`config.mk`:
```
export PLATFORM = sky130hd
export DESIGN_NAME = uart_alu_ctrl
export DESIGN_NICKNAME = d
export VERILOG_FILES = /design/src/rtl/uart_pkg.sv /design/src/rtl/frame_timeout.sv /design/src/rtl/uart_alu_ctrl.sv
export SDC_FILE = /design/constraint.sdc
export NUM_CORES = 1
export LEC_CHECK = 0
export BUFFER_PORTS_ARGS = -buffer_cell sky130_fd_sc_hd__buf_2
export CORE_MARGIN = 2
export CORE_UTILIZATION = 45
export CTS_CLUSTER_DIAMETER = 100
export DETAILED_ROUTE_END_ITERATION = 6
export PLACE_DENSITY = 0.71
export SETUP_SLACK_MARGIN = 0.2
export SLEW_MARGIN = 10
export SYNTH_ARGS = -nofsm -noshare
export SYNTH_HDL_FRONTEND = slang
export SYNTH_HIERARCHICAL = 1
export SYNTH_SLANG_ARGS = --single-unit
export TNS_END_PERCENT = 20
```
`constraint.sdc`:
```
create_clock -name clk -period 3 [get_ports clk]
set_clock_uncertainty 0.2 [all_clocks]
set_input_delay 0 -clock clk [delete_from_list [all_inputs] [get_ports clk]]
set_output_delay 0 -clock clk [all_outputs]
set_load 0.005 [all_outputs]
```
`src/rtl/uart_pkg.sv`:
```
// rtl/uart_pkg.sv - shared encodings and defaults for the UART/ALU command sequencer
package uart_pkg;

   // Sequencer state encodings
   localparam logic [2:0] S_IDLE_ENC    = 3'd0;
   localparam logic [2:0] S_WAIT_B_ENC  = 3'd1;
   localparam logic [2:0] S_WAIT_OP_ENC = 3'd2;
   localparam logic [2:0] S_EXEC_ENC    = 3'd3;
   localparam logic [2:0] S_SEND_ENC    = 3'd4;

   typedef enum logic [2:0] {
      IDLE    = S_IDLE_ENC,
      WAIT_B  = S_WAIT_B_ENC,
      WAIT_OP = S_WAIT_OP_ENC,
      EXEC    = S_EXEC_ENC,
      SEND    = S_SEND_ENC
   } state_e;

   localparam int DBIT_DEF  = 8;
   localparam int NB_OP_DEF = 6;

   // One character (start + 8 data + stop) at the line rate bounds the gap between bytes
   localparam int CLK_HZ        = 50_000_000;
   localparam int BAUD          = 10_000;
   localparam int BITS_PER_CHAR = 10;
   localparam int TIMEOUT_DEF   = (CLK_HZ / BAUD) * BITS_PER_CHAR;

   // Counter width for a count range of 0..n-1, never below one bit
   function automatic int cnt_width(input int n);
      return (n > 1) ? $clog2(n) : 1;
   endfunction

endpackage

```
`src/rtl/frame_timeout.sv`:
```
// rtl/frame_timeout.sv - inter-byte timeout counter with clear, enable and terminal count
module frame_timeout
   import uart_pkg::*;
#(
   parameter int TIMEOUT = TIMEOUT_DEF
) (
   input  logic clk,
   input  logic reset_n,
   input  logic clr,
   input  logic en,
   output logic tc
);

   localparam int             CW     = cnt_width(TIMEOUT);
   localparam logic [CW-1:0]  TC_VAL = CW'(TIMEOUT - 1);

   logic [CW-1:0] cnt_q;
   logic [CW-1:0] cnt_d;

   // Clear has priority over counting
   always_comb begin
      cnt_d = cnt_q;
      if (clr) begin
         cnt_d = '0;
      end else if (en) begin
         cnt_d = cnt_q + CW'(1);
      end
   end

   // Count register
   always_ff @(posedge clk or negedge reset_n) begin
      if (!reset_n) begin
         cnt_q <= '0;
      end else begin
         cnt_q <= cnt_d;
      end
   end

   assign tc = (cnt_q == TC_VAL);

endmodule

```
`src/rtl/uart_alu_ctrl.sv`:
```
// rtl/uart_alu_ctrl.sv - collects A/B/opcode bytes, drives the ALU and returns its result over UART
module uart_alu_ctrl
   import uart_pkg::*;
#(
   parameter int DBIT    = DBIT_DEF,
   parameter int NB_OP   = NB_OP_DEF,
   parameter int TIMEOUT = TIMEOUT_DEF
) (
   input  logic             clk,
   input  logic             reset_n,
   input  logic             rx_done_tick,
   input  logic [DBIT-1:0]  rx_data,
   input  logic             tx_done_tick,
   input  logic [DBIT-1:0]  alu_result,
   output logic [DBIT-1:0]  alu_a,
   output logic [DBIT-1:0]  alu_b,
   output logic [NB_OP-1:0] alu_op,
   output logic             tx_start,
   output logic [DBIT-1:0]  tx_data,
   output logic             busy,
   output logic             timeout_err,
   output logic             overrun
);

   state_e           state_q, state_d;
   logic [DBIT-1:0]  alu_a_q, alu_a_d;
   logic [DBIT-1:0]  alu_b_q, alu_b_d;
   logic [NB_OP-1:0] alu_op_q, alu_op_d;
   logic [DBIT-1:0]  tx_data_q, tx_data_d;
   logic             tx_start_q, tx_start_d;
   logic             timeout_err_q, timeout_err_d;
   logic             overrun_q, overrun_d;

   logic waiting;
   logic tc;
   logic timeout_hit;

   // The timer only runs while a frame is partially received; a byte in the
   // terminal-count cycle wins over the timeout
   assign waiting     = (state_q == WAIT_B) || (state_q == WAIT_OP);
   assign timeout_hit = waiting && tc && !rx_done_tick;

   frame_timeout #(
      .TIMEOUT (TIMEOUT)
   ) u_frame_timeout (
      .clk     (clk),
      .reset_n (reset_n),
      .clr     (rx_done_tick || !waiting || timeout_hit),
      .en      (waiting),
      .tc      (tc)
   );

   // Next state, operand capture and one-cycle output pulses
   always_comb begin
      state_d       = state_q;
      alu_a_d       = alu_a_q;
      alu_b_d       = alu_b_q;
      alu_op_d      = alu_op_q;
      tx_data_d     = tx_data_q;
      tx_start_d    = 1'b0;
      timeout_err_d = 1'b0;
      overrun_d     = 1'b0;
      case (state_q)
         IDLE: begin
            if (rx_done_tick) begin
               alu_a_d = rx_data;
               state_d = WAIT_B;
            end
         end
         WAIT_B: begin
            if (rx_done_tick) begin
               alu_b_d = rx_data;
               state_d = WAIT_OP;
            end else if (timeout_hit) begin
               timeout_err_d = 1'b1;
               state_d       = IDLE;
            end
         end
         WAIT_OP: begin
            if (rx_done_tick) begin
               alu_op_d = rx_data[NB_OP-1:0];
               state_d  = EXEC;
            end else if (timeout_hit) begin
               timeout_err_d = 1'b1;
               state_d       = IDLE;
            end
         end
         EXEC: begin
            // ALU inputs have been stable for a full cycle; latch its result
            tx_data_d  = alu_result;
            tx_start_d = 1'b1;
            overrun_d  = rx_done_tick;
            state_d    = SEND;
         end
         SEND: begin
            overrun_d = rx_done_tick;
            if (tx_done_tick) begin
               state_d = IDLE;
            end
         end
         default: begin
            state_d = IDLE;
         end
      endcase
   end

   // State register
   always_ff @(posedge clk or negedge reset_n) begin
      if (!reset_n) begin
         state_q <= IDLE;
      end else begin
         state_q <= state_d;
      end
   end

   // Operand, result and pulse registers
   always_ff @(posedge clk or negedge reset_n) begin
      if (!reset_n) begin
         alu_a_q       <= '0;
         alu_b_q       <= '0;
         alu_op_q      <= '0;
         tx_data_q     <= '0;
         tx_start_q    <= 1'b0;
         timeout_err_q <= 1'b0;
         overrun_q     <= 1'b0;
      end else begin
         alu_a_q       <= alu_a_d;
         alu_b_q       <= alu_b_d;
         alu_op_q      <= alu_op_d;
         tx_data_q     <= tx_data_d;
         tx_start_q    <= tx_start_d;
         timeout_err_q <= timeout_err_d;
         overrun_q     <= overrun_d;
      end
   end

   assign alu_a       = alu_a_q;
   assign alu_b       = alu_b_q;
   assign alu_op      = alu_op_q;
   assign tx_data     = tx_data_q;
   assign tx_start    = tx_start_q;
   assign timeout_err = timeout_err_q;
   assign overrun     = overrun_q;
   assign busy        = (state_q != IDLE);

endmodule
```
# Yosys cells after proc, flatten, opt, wreduce, memory -nomap -nowiden
# Index checks and enable logic that the tools add are counted.
# word_totals
regBits	52
latchBits	0
ramBits	0
mem_bits_ro	0
input_bits	20
output_inout_bits	34
wordCells	46
memories	0
# classes
n_addsub	1
n_mul	0
div_mod_pow	0
n_lt_le_gt_ge	0
n_eq_ne	7
shifts	0
muxes	13
bitwise	0
n_reduce_logical	16
# op_table
operator	n
$mux 16	2
$add 16x1->16 const B	1
$eq 16x16->1 const B	1
$mux 3	5
$pmux 3 s5	1
$reduce_and 2->1	4
$eq 3x2->1 const B	2
$mux 1	5
$ne 2x2->1 const B	2
$reduce_or 2->1	2
$eq 3x1->1 const B	1
$eq 3x3->1 const B	1
$logic_not 3->1	1
$logic_or 1x1->1	3
$reduce_bool 3->1	1
$logic_and 1x1->1	2
$logic_not 1->1	2
$reduce_bool 2->1	1

# Logic depth before layout (Yosys ltp)
# Gate-level depths: netlist (run 1).
# depth
ltp_word	7
mapped_depth	10
depth_no_buf	8

# Hierarchy
# The synthesis (run 1) kept the hierarchy.
# modules_own_cells
module	n_inst	cells_each	area_each_um2	seq_area_each_um2
uart_alu_ctrl	1	91	1433.9	900.9
frame_timeout	1	87	889.6	400.4

# Worst setup path after synthesis (run 1)
# Ideal clock, no wire load.
# synth_timing
path_kind	reg2reg
from	reg u_frame_timeout.cnt_q[0]
to	reg u_frame_timeout.cnt_q[15]
setup_time_ps	128
arrival_ps	2386
required_time_ps	2672
setup_slack_ps	287
path_stages_with_launch	11
n_path_buf	2
period_less_slack_ps	2713
path_cell_list	dfrtp_1 ha_1 and3_1 and3_1 or4_1 buf_6 or2_0 clkbuf_1 nand3_1 nor3_2 mux2_1
# synth_via
elab_chain_len	5
word_cells_on_any_way	8
cone_classes	add/sub: 1; eq/ne: 1; mux: 2; reduce/logical: 4
# synth_lines
element	line_no	rtl
start, declared	frame_timeout.sv:17	logic [CW-1:0] cnt_q;
start signal, assigned	frame_timeout.sv:35	cnt_q <= cnt_d;
$eq 16x16->1 *	frame_timeout.sv:39	assign tc = (cnt_q == TC_VAL);
named net tc	uart_alu_ctrl.sv:35	logic tc;
$logic_and 1x1->1 * (2 in series)	uart_alu_ctrl.sv:41	assign timeout_hit = waiting && tc && !rx_done_tick;
$logic_or 1x1->1 *	uart_alu_ctrl.sv:48	.clr (rx_done_tick || !waiting || timeout_hit),
$mux 16 / $reduce_bool 2->1 (equally long branches)	--	
# The timed path passes the listed nets; every way through them passes the cells marked *. The select of a mux whose other input is x is not followed.
# A chain may end at the register's enable or synchronous reset.

# Final worst setup path (run 1)
# Same ends and word-level chain as after synthesis.

==> flow_summary.yaml, run 1 <==
outcome:
  status: "complete, no violations"
synthesis:
  synth_xor_area_frac: 0.04523
  synth_common_cells: "dfrtp_1, mux2_2, nor2_1"
  ys_warn_count: 6
  async_flop_share: 1.000
  postSynthCellCount: 178
  synth_edf_count: 0
  yosys-top-cells-area: "dfrtp_1, mux2_2, nor2_1"
  synth_nets: 199
  synth-simple-area-share: 0.1686
  ys_seq_area_frac: 0.5600
  synth_top_cell_by_area: "dfrtp_1"
  synth_top_family_by_area: "simple AND/OR/NAND/NOR gates"
  synth_mux_area_frac: 0.1546
  yosysUniqueCellTypes: 40
  synth_area_um2: 2323
  avgSynthCellArea_um2: 13.05
  synth_top_area_frac: 0.5600
  ys_seq_elements: 52
  yosysMostFrequentCell: "dfrtp_1"
  synth_ff_type: "dfrtp_1"
  synthAdderAreaFrac: 0.005385
  synth-compound-area-share: 0.03554
critical_path:
  path_buf_inv: 0
  crit_fanout: 6
  crit_slowest_cell: "or4_1"
  worstRegToRegCells: 8
  endpoint_kind: "flip-flop"
  cpPeakStageDelay_ns: 0.50
  crit_family: "simple AND/OR/NAND/NOR gates"
  crit_required_ns: 2.99
  cp-start-kind: "flip-flop"
  critical_path_class: "flip-flop to flip-flop"
  crit_chain: "ha_2 -> and3_1 -> and3_1 -> or4_1 -> or2_1 -> nand3_1 -> nor3_2 -> mux2_1"
  cp_data_arrival_time_ns: 2.63
  crit_cells: 8
  crit_path_frequent_cell: "and3_1"
cts:
  cts.sinks: 52
  root_buffer: "clkbuf_8"
  cts_max_path_buffers: 2
  clk_latency_ns: 0.30
  cts_buffers: 5
  cts_tree: "yes"
  htree_levels: 2
  path_clk_slew_ns: 0.10
cells_and_area:
  layout-drive-gt1-share: 0.4223
  nets: 271
  area_growth_pct: 25.85
  diodes: 0
  postLayoutCoreUtil: 0.5799
  fin_cells: 321
detailed_routing:
  num_vias: 1588
  drc: 0
  wl_mm: 4.480
  wire_per_inst_um: 13.96
  drtPass1Iterations: 4
  ant_nets: 0
  drt-initial-drc-count: 65
  vias_per_cell: 4.947
pwr:
  internal_power_w: 0.001612
  finalPower_w: 0.002380
  pwr-share-clk: 0.165
  sw_frac_of_total: 0.3228
  comb_power_share: 0.372
  seqPwrFrac: 0.463
  max-vdd-ir-drop_v: 0.0005542
  power_density_nw_per_um2: 814.0
  p_leak_nw: 1.298
  power_switching_w: 0.0007683
sta:
  hold_viol: 0
  rsz0062_at_grt: "false"
  max_slew_margin: 0.5162
  fin_crit_sh: 0.8815
  worst_pin_slew_ns: 0.7258
  finalCriticalPeriod_ns: 2.644
  setup_tns_ns: 0
  fmax_mhz: 378.1
  setup_viol: 0
  final_max_slew_viol_count: 0
global_routing:
  grt_max_degree: 34
  grt_pass1_vias: 1569
  grt_usage: 0.1692
  grt_pass1_wl_mm: 7.238
  antenna_found_initial: 0
  grt-ovfl-total: 0
placement:
  place.gp.congestion: 0.7425
  dp.cells: 294
  port_buffers: 53
  dp_hpwl_mm: 2.979
die:
  num_rows: 26
  io_pins: 54
  core_area_um2: 5042
  die-area_um2: 5754
  start_util: 0.4608
  dieWidth_um: 75.86
  die_h_um: 75.86
run:
  drv_cap: 0
worst_hold_path:
  hp-class: "input port to asynchronous set/reset pin"
==> logic make-up after synthesis <==
| group | count (synthesis) |
|---|---|
| flip-flops | 52 |
| AO/OA/AOI/OAI | 11 |
| XOR/XNOR | 12 |
| buffers and inverters | 13 |
| AND/OR/NAND/NOR | 57 |
| multiplexers | 32 |
| adder cells (fa/ha/maj) | 1 |
==> power groups by stage <==
stage                     combinational (W)  clock [W]  sequential [W]
after floorplan                    0.000574          0         0.00108
after global placement             0.000854          0         0.00110
after detailed placement           0.000869          0         0.00111
after CTS                          0.000893   0.000410         0.00110
after global routing               0.000979   0.000432         0.00114
final                              0.000885   0.000393         0.00110
==> through the flow <==
stage	cell area [um^2]	hold WS (ns)	worst slack (ns)
2_1_floorplan	2323	-0.4956	0.2867
3_3_place_gp	2639	-0.08826	0.3757
3_5_place_dp	2639	-0.08364	0.3115
4_1_cts	2918	0.1277	0.2924
5_1_grt	2924	0.1803	0.2274
6_report	2924	0.09167	0.3555
==> layer usage <==
| metal | global-route usage | part of all wire | vias to the layer above |
|---|---|---|---|
| met5 | 0 | 0 | - |
| met4 | 0.05653 | 0.0096 | 0 |
| met3 | 0.05556 | 0.051 | 5 |
| met2 | 0.2749 | 0.49 | 37 |
| met1 | 0.2139 | 0.45 | 773 |
| li1 | - | - | 773 |
==> state kept, by name, summed over array words and instances, names as in the netlist <==
name / flops
alu_op: 6
alu_b: 8
alu_a: 8
timeout_err: 1
tx_start: 1
overrun: 1
tx_data: 8
u_frame_timeout/cnt_q: 16
state_q: 3
==> placed cells by master (no fill, tap or decap), types with 3 or more instances in the layout <==
| cell | instances |
|---|---|
| buf_2 | 53 |
| dfrtp_1 | 52 |
| mux2_2 | 30 |
| dlygate4sd3_1 | 19 |
| nor2_1 | 15 |
| xnor2_1 | 6 |
| xor2_1 | 6 |
| clkbuf_8 | 5 |
| o21ai_0 | 4 |
| a21oi_1 | 4 |
| nand4_1 | 4 |
| nand3_1 | 4 |
| inv_1 | 3 |
| and4bb_2 | 3 |
| and3_1 | 3 |
| nand2_1 | 3 |
==> worst paths after layout <==
path                                           from                   endpoint  slack [ns]
max                        u_frame_timeout/cnt_q[0]  u_frame_timeout/cnt_q[15]        0.36
min in group clk                       tx_done_tick                 state_q[2]        0.23
max reg2reg                u_frame_timeout/cnt_q[0]  u_frame_timeout/cnt_q[15]        0.36
min                                         reset_n                 tx_data[4]        0.09
max in group asynchronous                   reset_n                    overrun        1.77
min reg2reg                              tx_data[1]                 tx_data[1]        0.31
==> cell type report <==
type / count / area (um^2)
fillers: 426 / 2118
flip-flops and latches: 52 / 1301
multi-input cells: 113 / 953.4
repair buffers: 75 / 481.7
well taps: 70 / 87.58
clock buffers: 6 / 72.57
clock inverters: 2 / 16.27
inverters: 3 / 11.26
==> worst register-to-register path: cells and delay by family (launching register included) <==
kind                       cells  cell delay, ns
DFF                            1            0.43
and+or+nand+nor                6            1.37
muxes                          1            0.30
adders and majority gates      1            0.23
==> timing repair <==
| item | in CTS | in global routing |
|---|---|---|
| gates resized for setup | 0 | 3 |
| endpoints found under the hold margin | 67 | 0 |
| setup buffers | 0 | 0 |
| setup endpoints to repair | 0 | 7 |
| hold buffers | 19 | 0 |
Power figures use the tool's default switching activity.
==> run 2, diff against run 1 <==
==> constraint.sdc (replaced) <==
create_clock -name clk -period 3.3 [get_ports clk]
set_clock_uncertainty 0.2 [all_clocks]
set_input_delay 0 -clock clk [delete_from_list [all_inputs] [get_ports clk]]
set_output_delay 0 -clock clk [all_outputs]
set_load 0.005 [all_outputs]
==> flow_summary.yaml, run 2 (same netlist as run 1, synthesis figures left out) <==
die:
  dieWidth_um: 75.86
  start_util: 0.4608
  die-area_um2: 5754
  die_h_um: 75.86
  num_rows: 26
  core_area_um2: 5042
  io_pins: 54
cells_and_area:
  nets: 270
  largest_register_ffs: 16
  fin_cells: 320
  regMostFlops: "u_frame_timeout/cnt_q"
  final_area_um2: 2915
  layout-drive-gt1-share: 0.4160
  fillers: 435
  layout_common_cells: "buf_2, dfrtp_1, mux2_2"
  diodes: 0
  area_growth_pct: 25.47
  final_common_cell: "buf_2"
  postLayoutCoreUtil: 0.5782
detailed_routing:
  drc: 0
  num_vias: 1589
  drt-initial-drc-count: 46
  drtPass1Iterations: 5
  wire_per_inst_um: 13.93
  ant_nets: 0
  vias_per_cell: 4.966
  wl_mm: 4.458
sta:
  finalCriticalPeriod_ns: 2.709
  final_max_slew_viol_count: 0
  holdWs_ns: 0.1043
  max_slew_margin: 0.5111
  rsz0062_at_grt: "false"
  hold_viol: 0
  setup_viol: 0
  fin_crit_sh: 0.8208
  worst_pin_slew_ns: 0.7334
  setup_tns_ns: 0
  fmax_mhz: 369.2
global_routing:
  grt_pass1_vias: 1559
  grt_max_degree: 34
  grt_pass1_wl_mm: 7.341
  antenna_found_initial: 0
  grt-ovfl-total: 0
  grt_usage: 0.1710
run:
  drv_cap: 0
critical_path:
  crit_slowest_cell: "or4_1"
  crit_fanout: 18
  r2r_start: "u_frame_timeout/cnt_q[0]"
  reg2reg_to: "u_frame_timeout/cnt_q[14]"
  crit_required_ns: 3.29
  reg2reg_slack_ns: 0.59
  worstRegToRegCells: 9
  endpoint_kind: "flip-flop"
  cpPeakStageDelay_ns: 0.48
  crit_chain: "ha_1 -> and3_1 -> and3_1 -> or4_1 -> buf_4 -> o2111ai_4 -> nor4_1 -> xnor2_1 -> nor2_1"
  critical_path_class: "flip-flop to flip-flop"
  cp_data_arrival_time_ns: 2.70
  crit_path_frequent_cell: "and3_1"
  cp-start-kind: "flip-flop"
cts:
  cts_hold_buf: 19
  root_buffer: "clkbuf_8"
  cts_tree: "yes"
  cts.sinks: 52
  cts_max_path_buffers: 2
  ctsResizeCount: 0
  cts_buffers: 5
  path_clk_slew_ns: 0.09
  cts_setup_buffers: 0
  clk_latency_ns: 0.30
  htree_levels: 2
placement:
  placed_area_um2: 2631
  dp.cells: 293
  port_buffers: 53
  dp_hpwl_mm: 3.034
  place.gp.congestion: 0.7469
pwr:
  p_leak_nw: 1.297
  max-vdd-ir-drop_v: 0.0004673
  power_density_nw_per_um2: 737.3
worst_hold_path:
  hp-class: "input port to asynchronous set/reset pin"
outcome:
  status: "complete, no violations"
-- run 2: cell types whose count changed in the layout (fill, tap and decap cells not counted), sizes merged --
| cell | before | now |
|---|---|---|
| buf | 56 | 55 |
| clkinv | 1 | 0 |
| clkbuf | 6 | 7 |
-- run 2: stage by stage --
stage	power (W)	setup WS, ns
after detailed placement	0.001790	0.5878
after global routing	0.002303	0.3920
final	0.002149	0.5915
after CTS	0.002184	0.5719
after global placement	0.001755	0.6769
after floorplan	0.001505	0.5867
-- run 2: routing by layer --
layer  wire, um  part of all wire  track usage
met2       2195              0.49       0.2864
met1       2045              0.46       0.2237
met4         31            0.0070      0.03509
met5          0                 0            0
met3        185             0.041      0.04762
-- run 2: layout make-up --
cell class                 count  area (um^2)  share of cell area
sequential                    52         1301              0.4464
clock inverter                 1        7.507            0.002575
inverter                       3        11.26            0.003863
tap                           70        87.58             0.03004
timing repair buffer          74        470.5              0.1614
clock buffer                   7        86.33             0.02961
multi-input combinational    113        950.9              0.3262
-- run 2: critical path: cells and delay by family, from the launching register on --
kind                     cells  cell delay [ns]
AND/OR/NAND/NOR              5             1.03
flip-flops                   1             0.43
AO/OA/AOI/OAI                1             0.29
adder cells (fa/ha/maj)      1             0.27
buffers and inverters        1             0.22
XOR/XNOR                     1             0.16
-- run 2: worst max path at each step --
| stage | startpoint | to | slack (ns) | cells past startpoint |
|---|---|---|---|---|
| 6_report | u_frame_timeout/cnt_q[0] | u_frame_timeout/cnt_q[14] | 0.59 | 9 |
| 5_1_grt | u_frame_timeout/cnt_q[0] | u_frame_timeout/cnt_q[12] | 0.39 | 9 |
| 4_1_cts | u_frame_timeout/cnt_q[0] | u_frame_timeout/cnt_q[14] | 0.57 | 9 |
| 3_5_place_dp | u_frame_timeout/cnt_q[0] | u_frame_timeout/cnt_q[14] | 0.59 | 9 |
| 3_3_place_gp | u_frame_timeout/cnt_q[0] | u_frame_timeout/cnt_q[15] | 0.68 | 8 |
| 2_1_floorplan | u_frame_timeout/cnt_q[0] | u_frame_timeout/cnt_q[15] | 0.59 | 10 |
-- run 2: where the power goes --
part	switching, W	internal [W]	leakage, nW	total (W)
Sequential	0.000145	0.000855	0.656	0.00100
Combinational	0.000340	0.000438	0.596	0.000778
Clock	0.000200	0.000171	0.0445	0.000371
Total	0.000685	0.00146	1.30	0.00215
==> run 3, diff against run 2 <==
==> constraint.sdc (replaced) <==
create_clock -name clk -period 2.8 [get_ports clk]
set_clock_uncertainty 0.2 [all_clocks]
set_input_delay 0 -clock clk [delete_from_list [all_inputs] [get_ports clk]]
set_output_delay 0 -clock clk [all_outputs]
set_load 0.005 [all_outputs]
==> flow_summary.yaml, run 3 (same netlist as run 1, synthesis figures left out) <==
outcome:
  status: "complete, no violations"
sta:
  max_slew_margin: 0.5183
  finalCriticalPeriod_ns: 2.525
  final_max_slew_viol_count: 0
  fin_crit_sh: 0.9018
  fmax_mhz: 396.0
  setup_tns_ns: 0
  hold_viol: 0
  holdWs_ns: 0.1028
  worst_pin_slew_ns: 0.7226
  setup_viol: 0
  rsz0062_at_grt: "false"
critical_path:
  crit_fanout: 6
  cp-start-kind: "flip-flop"
  cpPeakStageDelay_ns: 0.55
  endpoint_kind: "flip-flop"
  critical_path_class: "flip-flop to flip-flop"
  crit_chain: "ha_4 -> and3_4 -> and3_4 -> or4_4 -> or2_4 -> and2_4 -> a31o_4 -> a21oi_2"
  crit_slowest_cell: "or4_4"
  crit_family: "simple AND/OR/NAND/NOR gates"
  crit_path_frequent_cell: "and3_4"
  cp_data_arrival_time_ns: 2.56
  path_buf_inv: 0
  crit_required_ns: 2.83
die:
  start_util: 0.4608
  core_area_um2: 5042
  die_h_um: 75.86
  num_rows: 26
  io_pins: 54
  die-area_um2: 5754
  dieWidth_um: 75.86
detailed_routing:
  drc: 0
  wl_mm: 4.528
  wire_per_inst_um: 13.98
  drt-initial-drc-count: 46
  ant_nets: 0
  num_vias: 1622
  vias_per_cell: 5.006
  drtPass1Iterations: 4
cts:
  clk_latency_ns: 0.30
  cts_tree: "yes"
  cts.sinks: 52
  htree_levels: 2
  cts_max_path_buffers: 2
  root_buffer: "clkbuf_8"
  cts_buffers: 5
  path_clk_slew_ns: 0.09
cells_and_area:
  area_growth_pct: 29.78
  layout-drive-gt1-share: 0.4646
  largest_register_ffs: 16
  layout_common_cells: "buf_2, dfrtp_1, mux2_2"
  diodes: 0
  final_common_cell: "buf_2"
  regMostFlops: "u_frame_timeout/cnt_q"
  nets: 274
global_routing:
  grt_max_degree: 35
  grt_usage: 0.1725
  grt-ovfl-total: 0
  grt_pass1_vias: 1622
  grt_pass1_wl_mm: 7.603
  antenna_found_initial: 0
run:
  drv_cap: 0
pwr:
  max-vdd-ir-drop_v: 0.0005596
  power_density_nw_per_um2: 886.5
  p_leak_nw: 1.324
worst_hold_path:
  hp-class: "input port to asynchronous set/reset pin"
placement:
  port_buffers: 53
  place.gp.congestion: 0.7894
  dp_hpwl_mm: 3.125
==> run 3: cell types whose count changed in the layout (fill, tap and decap cells not counted), sizes merged <==
| cell | delta |
|---|---|
| clkbuf | -2 |
| inv | +1 |
| buf | +4 |
| bufinv | +1 |
==> run 3: metrics by stage <==
stage | utilization | power [W] | setup WS (ns) | cell area [um^2] | cells
2_1_floorplan | - | 0.001789 | 0.1745 | 2369 | 178
3_3_place_gp | 0.5335 | 0.002120 | 0.2000 | 2690 | 295
3_5_place_dp | 0.5335 | 0.002145 | 0.1869 | 2690 | 295
4_1_cts | 0.5940 | 0.002685 | 0.2074 | 2995 | 322
5_1_grt | 0.5980 | 0.002853 | 0.1958 | 3015 | 324
6_report | 0.5980 | 0.002673 | 0.2749 | 3015 | 324
==> run 3: worst register-to-register path: cells and delay by family, from the launching register on <==
kind / cells / cell delay, ns
AO/OA/AOI/OAI: 2 / 0.33
flip-flops: 1 / 0.45
adder cells (fa/ha/maj): 1 / 0.18
AND/OR/NAND/NOR: 5 / 1.30
==> run 3: cell type report <==
class	count	area, um^2
flip-flops and latches	52	1304
multi-input cells	113	997.2
inverters	3	11.26
clock inverters	3	46.29
fillers	416	2027
well taps	70	87.58
repair buffers	78	500.5
clock buffers	5	68.82
==> run 3: path summary, 6_finish.rpt <==
kind / start / to / slack (ns) / depth (start not counted)
max in group asynchronous: reset_n / state_q[1] / 1.57 / 3
min in group clk: tx_done_tick / state_q[2] / 0.24 / 3
worst min-delay path: reset_n / u_frame_timeout/cnt_q[10] / 0.10 / 2
worst max-delay path: u_frame_timeout/cnt_q[0] / u_frame_timeout/cnt_q[11] / 0.27 / 8
worst min register to register: tx_data[5] / tx_data[5] / 0.31 / 1
worst max register to register: u_frame_timeout/cnt_q[0] / u_frame_timeout/cnt_q[11] / 0.27 / 8
==> run 3: timing repair <==
action | CTS | global route
setup endpoints to repair | 3 | 3
gates resized for setup | 1 | 3
setup buffers | 0 | 2
hold endpoints to repair | 68 | 0
hold buffers | 19 | 0
==> run 3: metal layers <==
layer | global-route usage | vias up | wire length (um) | share of wire
met5 | 0 | - | 0 | 0
met4 | 0.04094 | 0 | 29 | 0.0064
met3 | 0.05026 | 5 | 241 | 0.053
met2 | 0.2749 | 41 | 2204 | 0.49
met1 | 0.2341 | 800 | 2052 | 0.45
li1 | - | 776 | - | -
==> run 3: where the power goes <==
part / leakage, nW / total [W] / internal [W] / switching, W
clock: 0.0548 / 0.000514 / 0.000269 / 0.000244
combinational: 0.616 / 0.000985 / 0.000563 / 0.000422
sequential: 0.653 / 0.00117 / 0.00101 / 0.000166
total: 1.32 / 0.00267 / 0.00184 / 0.000832
